[src/rtl/mini16_s2m_arbiter.sv]
// Round-robin arbiter for the single write port of the shared s2m memory.
// At most one PE wins per cycle. The memory write port and the ack pulse are both registered.
module mini16_s2m_arbiter #(
    parameter int CORES     = 4,
    parameter int WIDTH_D   = 32,
    parameter int DEPTH_S2M = 8
) (
    input  logic                         clk,
    input  logic                         reset,
    input  logic [CORES-1:0]             req,
    input  logic [CORES*DEPTH_S2M-1:0]   req_addr,
    input  logic [CORES*WIDTH_D-1:0]     req_data,
    input  logic                         lock,
    output logic [CORES-1:0]             ack,
    output logic                         s2m_we,
    output logic [DEPTH_S2M-1:0]         s2m_addr,
    output logic [WIDTH_D-1:0]           s2m_data,
    output logic                         pending
);

    localparam int PTR_W = (CORES > 1) ? $clog2(CORES) : 1;

    // Handshake: a PE holds req/addr/data stable until it sees its ack bit high.
    // In the ack cycle it either drops req or presents its next write.
    // The PE granted last cycle is masked for one cycle, because its inputs are still stale.

    logic [PTR_W-1:0] ptr;
    logic [PTR_W-1:0] win;
    logic [CORES-1:0] last;
    logic [CORES-1:0] elig;
    logic [CORES-1:0] win_oh;
    logic             found;
    logic             multi;
    logic             grant;
    int               idx;

    assign elig   = req & ~last;
    assign multi  = |(elig & (elig - CORES'(1)));
    assign grant  = found & ~lock;
    assign win_oh = CORES'(1) << win;

    // Scan from ptr and wrap around to ptr-1. The first eligible PE wins.
    always_comb begin
        win   = '0;
        found = 1'b0;
        idx   = 0;
        for (int off = 0; off < CORES; off++) begin
            idx = int'(ptr) + off;
            if (idx >= CORES) idx = idx - CORES;
            if (!found && elig[idx]) begin
                win   = PTR_W'(idx);
                found = 1'b1;
            end
        end
    end

    always_ff @(posedge clk) begin
        if (reset) begin
            ptr      <= '0;
            last     <= '0;
            ack      <= '0;
            s2m_we   <= 1'b0;
            s2m_addr <= '0;
            s2m_data <= '0;
            pending  <= 1'b0;
        end else begin
            pending <= (|elig) && (lock || multi);
            if (grant) begin
                s2m_we   <= 1'b1;
                s2m_addr <= req_addr[int'(win)*DEPTH_S2M +: DEPTH_S2M];
                s2m_data <= req_data[int'(win)*WIDTH_D +: WIDTH_D];
                ack      <= win_oh;
                last     <= win_oh;
                ptr      <= (win == PTR_W'(CORES-1)) ? '0 : win + PTR_W'(1);
            end else begin
                s2m_we <= 1'b0;
                ack    <= '0;
                last   <= '0;
            end
        end
    end

endmodule
[config.mk]
export PLATFORM = sky130hd
export DESIGN_NAME = mini16_s2m_arbiter
export DESIGN_NICKNAME = d
export VERILOG_FILES = /design/src/rtl/mini16_s2m_arbiter.sv
export SDC_FILE = /design/constraint.sdc
export NUM_CORES = 1
export LEC_CHECK = 0
export BUFFER_PORTS_ARGS = -buffer_cell sky130_fd_sc_hd__buf_2
export CAP_MARGIN = 0
export CORE_MARGIN = 10
export CORE_UTILIZATION = 34
export DETAILED_ROUTE_END_ITERATION = 6
export HOLD_SLACK_MARGIN = 0.1
export PLACE_DENSITY_LB_ADDON = 0.08
export RECOVER_POWER = 25
export SYNTH_ARGS = -nofsm -noshare
export SYNTH_HDL_FRONTEND = slang
export SYNTH_SLANG_ARGS = --single-unit
[constraint.sdc]
create_clock -name clk -period 2 [get_ports clk]
set_input_delay 0.5 -clock clk [delete_from_list [all_inputs] [get_ports clk]]
set_output_delay 0.5 -clock clk [all_outputs]
set_load 0.005 [all_outputs]
-- Word-level counts from Yosys, hierarchy flattened
Cells that the tools add are included.
- register bits: 48
- bits of input ports: 167
- output and inout port bits: 46
- logic and storage cells: 70
- $add $sub $neg: 9
- order comparisons: 8
- equality and inequality tests: 1
- shifts and indexed selects: 3
- mux-type cells: 26
- bitwise logic cells: 6
- reduce and logical (&&, ||, !) cells: 11
- operators with widths (cell ; count):
    $lt A32 B4 Y1 const B ; 4
    $mux W32 ; 4
    $shiftx A128 B8 Y32 ; 1
    $shiftx A32 B6 Y8 ; 1
    $mux W1 ; 13
    $sub A3 B3 Y4 const B ; 3
    $mux W2 ; 5
    $ge A3 B3 Y1 const B ; 3
    $and A4 B4 Y4 ; 2
    $bmux W1 S2 ; 4
    $reduce_or A4 Y1 ; 2
    $add A2 B2 Y3 const B ; 2
    $logic_and A1 B1 Y1 ; 4
    $not A4 Y4 ; 1
    $shl A1 B2 Y4 const A ; 1
    $sub A2 B3 Y4 const B ; 1
    $sub A4 B1 Y4 const B ; 1
    $add A2 B1 Y3 const B ; 1
    $ge A2 B3 Y1 const B ; 1
    $logic_not A1 Y1 ; 3
    $add A2 B1 Y2 const B ; 1
    $eq A2 B2 Y1 const B ; 1
    $not A1 Y1 ; 2
    $reduce_or A2 Y1 ; 1
    other kinds (2) ; 2

-- Depth between registers and ports, before layout
Gate-level depths: netlist of the first run.
- word-level depth: 18
- depth in mapped cells: 11
- depth with buffers taken out: 7

-- Worst setup path after synthesis of the first run
Ideal clock, no wire load.
- kind: input to register
- from: input port req[1]
- to: register s2m_data[23]
- setup time: 0.059 ns
- data arrival time: 1.959 ns
- required time: 1.941 ns
- path slack: -0.018 ns
- cell stages on the path: 11
- path buffers: 4
- cell sequence: nand2b_1 buf_6 a41oi_2 nand2b_1 buf_6 inv_2 or3b_1 buf_6 buf_6 o221ai_1 a22o_1
- cells in the longest elaborated chain, start to end: 15
- elaborated cells on any way between the ends: 29
- those cells by class: shift (1); mux (20); bitwise (2); reduce/logical (6)
- ends and longest elaborated chain (element ; line ; source):
    start: declaration ; 10 ; input logic [CORES-1:0] req,
    $and A4 B4 Y4 * ; 37 ; assign elig = req & ~last;
    $bmux W1 S2 ; 50 ; if (!found && elig[idx]) begin
    $mux W1 (not written as such) (2 in a row) ; 50 ;
    $mux W1 ; 50 ;
    $logic_not A1 Y1 ; 50 ;
    $logic_and A1 B1 Y1 ; 50 ;
    $mux W1 ; 50 ;
    $logic_not A1 Y1 ; 50 ;
    $logic_and A1 B1 Y1 ; 50 ;
    $mux W1 ; 50 ;
    $logic_not A1 Y1 ; 50 ;
    $logic_and A1 B1 Y1 ; 50 ;
    $mux W2 / $mux W1 (equally long branches) ; 50 ;
    $shiftx A128 B8 Y32 / $and A1 B1 Y1 (equally long branches) ; 71, 39 ;
    end signal: assignment ; 71 ; s2m_data <= req_data[int'(win)*WIDTH_D +: WIDTH_D];
    end: declaration ; 17 ; output logic [WIDTH_D-1:0] s2m_data,
Every way passes the cells marked *; elsewhere a longest branch is shown, timed or not. The select of a mux whose other input is x is not followed.
A chain may end at the register's enable or synchronous reset.

-- Worst setup path in the final report of the first run
- from: register last[0]
- to: register s2m_data[2]
- cells in the longest elaborated chain, start to end: 16
- elaborated cells on any way between the ends: 30
- those cells by class: shift (1); mux (20); bitwise (3); reduce/logical (6)
- ends and longest elaborated chain (element ; line ; source):
    start: declaration ; 29 ; logic [CORES-1:0] last;
    start signal: assignment ; 73 ; last <= win_oh;
    $not A4 Y4 * ; 37 ;
    $and A4 B4 Y4 * ; 37 ;
    $bmux W1 S2 ; 50 ;
    $mux W1 (not written as such) (2 in a row) ; 50 ;
    $mux W1 ; 50 ;
    $logic_not A1 Y1 ; 50 ;
    $logic_and A1 B1 Y1 ; 50 ;
    $mux W1 ; 50 ;
    $logic_not A1 Y1 ; 50 ;
    $logic_and A1 B1 Y1 ; 50 ;
    $mux W1 ; 50 ;
    $logic_not A1 Y1 ; 50 ;
    $logic_and A1 B1 Y1 ; 50 ;
    $mux W2 / $mux W1 (equally long branches) ; 50 ;
    $shiftx A128 B8 Y32 / $and A1 B1 Y1 (equally long branches) ; 71, 39 ;
Marks and branches as above.

==> impl_metrics.ini, run 1 <==
[run_status]
status = completed

[place]
port_buffers = 212
dp_hpwl_mm = 11.0
pre_cts_ws_ns = -0.176
post-place-cells = 702
place.gp.congestion = 0.819

[logic_synthesis]
synth_top_family_by_area = compound AO/OA/AOI/OAI gates
syn_nets = 550
synth_largest_area_cell = dfxtp_1
synth_compound_gate_area_share = 0.392
synth_top_cells_by_count = 87 x o221ai_1, 71 x nand2_1, 48 x dfxtp_1, 31 x clkbuf_1, 29 x inv_1
synth-edff-count = 0
ys_ff_latch = 48
syn_inst = 383
ys_seq_area_frac = 0.299
ys_types = 34
synthesis.area_um2 = 3210
synth-xor-area-share = 0.00273
ys_async_sr_fraction = 0
avgSynthCellArea_um2 = 8.38
yosysMostFrequentCell = o221ai_1
ys_warn_count = 0
synth_ff_type = dfxtp_1
synth_top_area_share = 0.299
netlist_top_cells_area = dfxtp_1 30%, o221ai_1 24%, nand2_1 8.3%, a22o_1 7.6%, mux2i_1 7.5%
synthSimpleGateAreaFrac = 0.125
synth-adder-area-share = 0.00312
synthMuxAreaShare = 0.0749

[cts]
clockBufferDepth = 2
cts_hold_buf = 0
worstSkewPairLatency_ns = 0.31
cts_root_buffer = clkbuf_8
htree_levels = 2
tritoncts = built
clk_pin_slew_ns = 0.10
clock_sinks = 48
cts_buffers = 5

[worst_setup_path]
cp_slowest_cell = dfxtp_2
required_ns = 2.19
r2r_cells = 6
path_cells = nand2b_2, o221a_2, o21ai_4, buf_4, mux2i_1, o221ai_1
critPathCaptureType = flip-flop
cp.arrival_ns = 2.10
cp_slowest_stage_delay_ns = 0.35
r2r-end = s2m_data[2]
critPathLaunchType = flip-flop
critPathLaunch = last[0]
endpoint = s2m_data[2]
path_max_fanout = 8
r2r-start = last[0]
path_class = reg -> reg
reg2reg_slack_ns = 0.09

[die]
die_area_um2 = 13700
num_rows = 35
io_pins = 213
die_h_um = 117
coreArea_um2 = 9200
initial_core_util = 0.349
die_x_um = 117

[timing]
fmax_mhz = 524
rsz0062_at_grt = yes
finalHoldViolCount = 0
finalSetupTns_ns = 0
setup_viol = 0
slew_headroom = 0.704
layout_min_cycle_time_ns = 1.91
fin_skew_ns = 0.00493
postLayoutSetupSlackWorst_ns = 0.0921
worst_pin_slew_ns = 0.444
min_period_over_period = 0.954
whs_ns = 0.428
slew_viol_final = 0

[drt]
postRouteWirelength_mm = 14.0
first_pass_iters = 5
drt_iter0_drc = 159
vias = 3903
vias_per_cell = 5.50
antenna_left = 0
wl_per_cell_um = 19.7
drc = 0

[finish]
fillers = 908
drive_above_1_share = 0.461
post_layout_nonfiller_instances = 710
final_nets = 765
utilization = 0.516
area_growth_pct = 47.8
n_antenna_cell = 0

[job]
maxCapViolations = 0

[pwr]
p_leak_nw = 2.33
p_sw_mw = 1.33
combPwrFrac = 0.455
pwr-share-clk = 0.208
vdd_drop_max_uv = 348
p_seq_frac = 0.337
p_int_mw = 2.28
netSwitchingFraction = 0.369
cellPowerDensity_nw_per_um2 = 761

[global_route]
grt_usage = 0.197
grt_first_pass_wirelength_mm = 21.5
grt_max_degree = 35
antenna_found_initial = 0
first_global_vias = 4190
grt_overflow = 0

[min_path]
min_from = reset
min_path_type = in -> reg
## layer usage
metal	share of wire	global-route usage	vias up	routed length (µm)
met2	0.48	0.348	154	6790
met1	0.42	0.221	1825	5820
met3	0.092	0.0708	8	1300
li1	-	-	1916	-
met4	0.0076	0.0412	0	107
met5	0	0	-	0
## kinds of logic (layout without fill, tap and decap cells)
| logic type | after synthesis | in the layout |
|---|---|---|
| compound gates | 140 | 140 |
| xor+xnor | 1 | 1 |
| fa+ha+maj | 1 | 1 |
| buf+inv | 76 | 292 |
| flops | 48 | 48 |
| mux | 24 | 24 |
| simple gates | 93 | 93 |
## through the flow
step	total power [mW]	area, µm²
5_1_grt	3.85	4740
3_5_place_dp	2.89	4630
6_report	3.61	4740
2_1_floorplan	2.12	3210
4_1_cts	3.66	4740
3_3_place_gp	2.87	4630
## worst min path at each step
stage / endpoint / cells past startpoint / slack, ns
after detailed placement: s2m_data[8] / 2 / 0.45
after CTS: pending / 2 / 0.41
after floorplan: s2m_data[0] / 2 / 0.46
after global routing: pending / 2 / 0.42
final: pending / 2 / 0.43
after global placement: s2m_data[5] / 2 / 0.44
## flip-flops by register name, indices dropped and copies added, names as in the netlist
| name | cells |
|---|---|
| last | 4 |
| s2m_we | 1 |
| pending | 1 |
| ptr | 2 |
| s2m_addr | 8 |
| s2m_data | 32 |
## power by group through the flow
stage	logic, mW	clock network (mW)	registers, mW
floorplan	0.877	0	1.24
global placement	1.64	0	1.23
detailed placement	1.66	0	1.23
CTS	1.67	0.782	1.21
global route	1.80	0.809	1.24
finish	1.64	0.752	1.21
## worst max-delay path: cells and delay by family (launching register included)
family                 cells  cell delay (ns)
multiplexers               1             0.23
AND/OR/NAND/NOR            1             0.21
flip-flops                 1             0.35
buffers and inverters      1             0.25
AO/OA/AOI/OAI              3             0.75
## timing repair
item,4_1_cts,5_1_grt
endpoints found under the setup margin,0,36
buffers inserted,0,0
endpoints found under the hold margin,0,0
gates resized for setup,0,5
## final cells by class
class | count | area [µm²] | area share
clock buffer | 5 | 68.8 | 0.0145
clock inverter | 3 | 46.3 | 0.00976
inverter | 30 | 113 | 0.0237
multi-input combinational | 259 | 1990 | 0.420
sequential | 48 | 962 | 0.203
tap | 111 | 139 | 0.0293
timing repair buffer | 254 | 1420 | 0.299
## placed cells by master (no fill, tap or decap), types with 2 or more instances in the layout
| cell type | instances |
|---|---|
| buf_4 | 37 |
| o221ai_2 | 9 |
| clkbuf_1 | 14 |
| o22ai_2 | 2 |
| o21ai_2 | 2 |
| buf_12 | 5 |
| nand2b_1 | 2 |
| nor2b_1 | 2 |
| nor3b_1 | 2 |
| nor3_1 | 4 |
| nand2_1 | 71 |
| dfxtp_1 | 47 |
| o221ai_1 | 87 |
| nand2b_2 | 2 |
| mux2i_1 | 24 |
| nor2_2 | 2 |
| inv_1 | 29 |
| buf_2 | 197 |
| a311oi_1 | 2 |
| o21ai_0 | 2 |
| clkbuf_8 | 5 |
| a22o_1 | 28 |
(Power assumes the default switching activity.)
==> run 2, diff against run 1 <==
--- a/config.mk
+++ b/config.mk
@@ -7,8 +7,10 @@
 export LEC_CHECK = 0
 export BUFFER_PORTS_ARGS = -buffer_cell sky130_fd_sc_hd__buf_2
 export CAP_MARGIN = 0
+export CELL_PAD_IN_SITES_DETAIL_PLACEMENT = 1
+export CELL_PAD_IN_SITES_GLOBAL_PLACEMENT = 1
 export CORE_MARGIN = 10
-export CORE_UTILIZATION = 34
+export CORE_UTILIZATION = 26
 export DETAILED_ROUTE_END_ITERATION = 6
 export HOLD_SLACK_MARGIN = 0.1
 export PLACE_DENSITY_LB_ADDON = 0.08
==> impl_metrics.ini, run 2 (same netlist as run 1, synthesis figures left out) <==
[finish]
final_cell_mix = 193 x buf_2, 86 x o221ai_1, 71 x nand2_1
final_nets = 768
drive_above_1_share = 0.465
top_register = s2m_data
layout.area.seq_um2 = 962
reg_top3 = s2m_data (32), s2m_addr (8), last (4)
area_growth_pct = 56.4
final_common_cell = buf_2
multiInputGateArea_um2 = 2060
largest_reg_flops = 32
fillers = 1492
utilization = 0.416

[cts]
clock_sinks = 48
clockBufferDepth = 2
cts_buffers = 5
worstSkewPairLatency_ns = 0.29
clk_pin_slew_ns = 0.07
cts_hold_buf = 0
htree_levels = 2
tritoncts = built
cts_root_buffer = clkbuf_16

[timing]
fin_skew_ns = 0.0119
worst_pin_slew_ns = 0.683
setup_viol = 0
finalSetupTns_ns = 0
min_period_over_period = 0.979
slew_viol_final = 0
finalHoldViolCount = 0
slew_headroom = 0.544
rsz0062_at_grt = yes
layout_min_cycle_time_ns = 1.96
fmax_mhz = 511

[die]
io_pins = 213
num_rows = 40
die_h_um = 131
die_x_um = 131
die_area_um2 = 17200
initial_core_util = 0.266
coreArea_um2 = 12100

[worst_setup_path]
critPathCaptureType = flip-flop
required_ns = 2.24
path_max_fanout = 26
path_class = reg -> reg
cp.arrival_ns = 2.19
critPathLaunchType = flip-flop

[drt]
vias_per_cell = 5.20
wl_per_cell_um = 21.1
vias = 4008
antenna_left = 0
drt_iter0_drc = 269
drc = 0
postRouteWirelength_mm = 16.3
first_pass_iters = 4

[global_route]
globalRouteMet2Util = 0.299
global_route.usage.met1 = 0.216
first_global_vias = 4424
antenna_found_initial = 1
use_met3 = 0.0644
grt_first_pass_wirelength_mm = 25.2
busiest_layer = met2
grt_usage = 0.178
grt_max_degree = 35
grt_overflow = 0

[place]
place.gp.congestion = 0.828
dp_hpwl_mm = 12.2
port_buffers = 212

[pwr]
p_leak_nw = 2.38
vdd_drop_max_uv = 448
cellPowerDensity_nw_per_um2 = 804

[job]
maxCapViolations = 0

[min_path]
min_path_type = reg -> reg

[run_status]
status = completed
==> run 2: cell types whose count changed in the layout (fill, tap and decap cells not counted), moves of 3 or more <==
cell and delta:
clkbuf_1 +5, clkbuf_16 +6, buf_4 -5, buf_6 +3
mux2i_1 -4, buf_12 +3, buf_2 -4, mux2i_2 +4
clkbuf_8 -4
==> run 2: path summary, 6_finish.rpt <==
| kind | from | end | slack, ns | depth (start not counted) |
|---|---|---|---|---|
| max | last[0] | s2m_addr[2] | 0.04 | 8 |
| min | s2m_data[11] | s2m_data[11] | 0.47 | 2 |
| max reg2reg | last[0] | s2m_addr[2] | 0.04 | 8 |
| min reg2reg | s2m_data[11] | s2m_data[11] | 0.47 | 2 |
==> run 2: layer usage <==
layer,part of all wire,vias to the layer above
met5,0,-
met4,0.011,0
met3,0.077,12
met2,0.47,159
met1,0.44,1907
li1,-,1930
==> run 2: what timing repair did <==
item,4_1_cts,5_1_grt
setup endpoints to repair,38,34
pin swaps,3,3
resized for setup,5,12
cloned,2,1
buffers inserted,3,0
==> run 2: stage by stage <==
| step | area [µm²] | cells | hold WS [ns] | power (mW) | setup WS, ns |
|---|---|---|---|---|---|
| final | 5020 | 771 | 0.465 | 4.03 | 0.0423 |
| after global routing | 5020 | 770 | 0.485 | 4.29 | -0.0379 |
| after CTS | 4990 | 770 | 0.465 | 4.08 | 0.00621 |
| after detailed placement | 4730 | 757 | 0.446 | 2.97 | -0.228 |
| after global placement | 4730 | 757 | 0.440 | 2.94 | -0.173 |
| after floorplan | 3210 | 383 | 0.457 | 2.12 | 0.0113 |
==> run 2: power by group <==
group | leakage, nW | internal (mW) | switching, mW
Combinational | 1.90 | 0.845 | 0.945
Sequential | 0.397 | 1.12 | 0.0954
Clock | 0.0871 | 0.628 | 0.398
Total | 2.38 | 2.60 | 1.44
==> run 2: cell type report <==
cell class | count | area share
clock inverters | 2 | 0.00773
clock buffers | 6 | 0.0277
flip-flops and latches | 48 | 0.192
repair buffers | 256 | 0.298
inverters | 30 | 0.0224
multi-input cells | 260 | 0.410
diodes | 1 | 0.000499
well taps | 168 | 0.0419
==> run 2: worst max-delay path: stages (launching register included) <==
cell	delay, ns
dfxtp_1	0.33
nand2b_2	0.23
a41oi_4	0.26
nand2b_2	0.12
inv_2	0.09
or3b_4	0.42
buf_12	0.18
o221ai_1	0.10
a22o_1	0.16
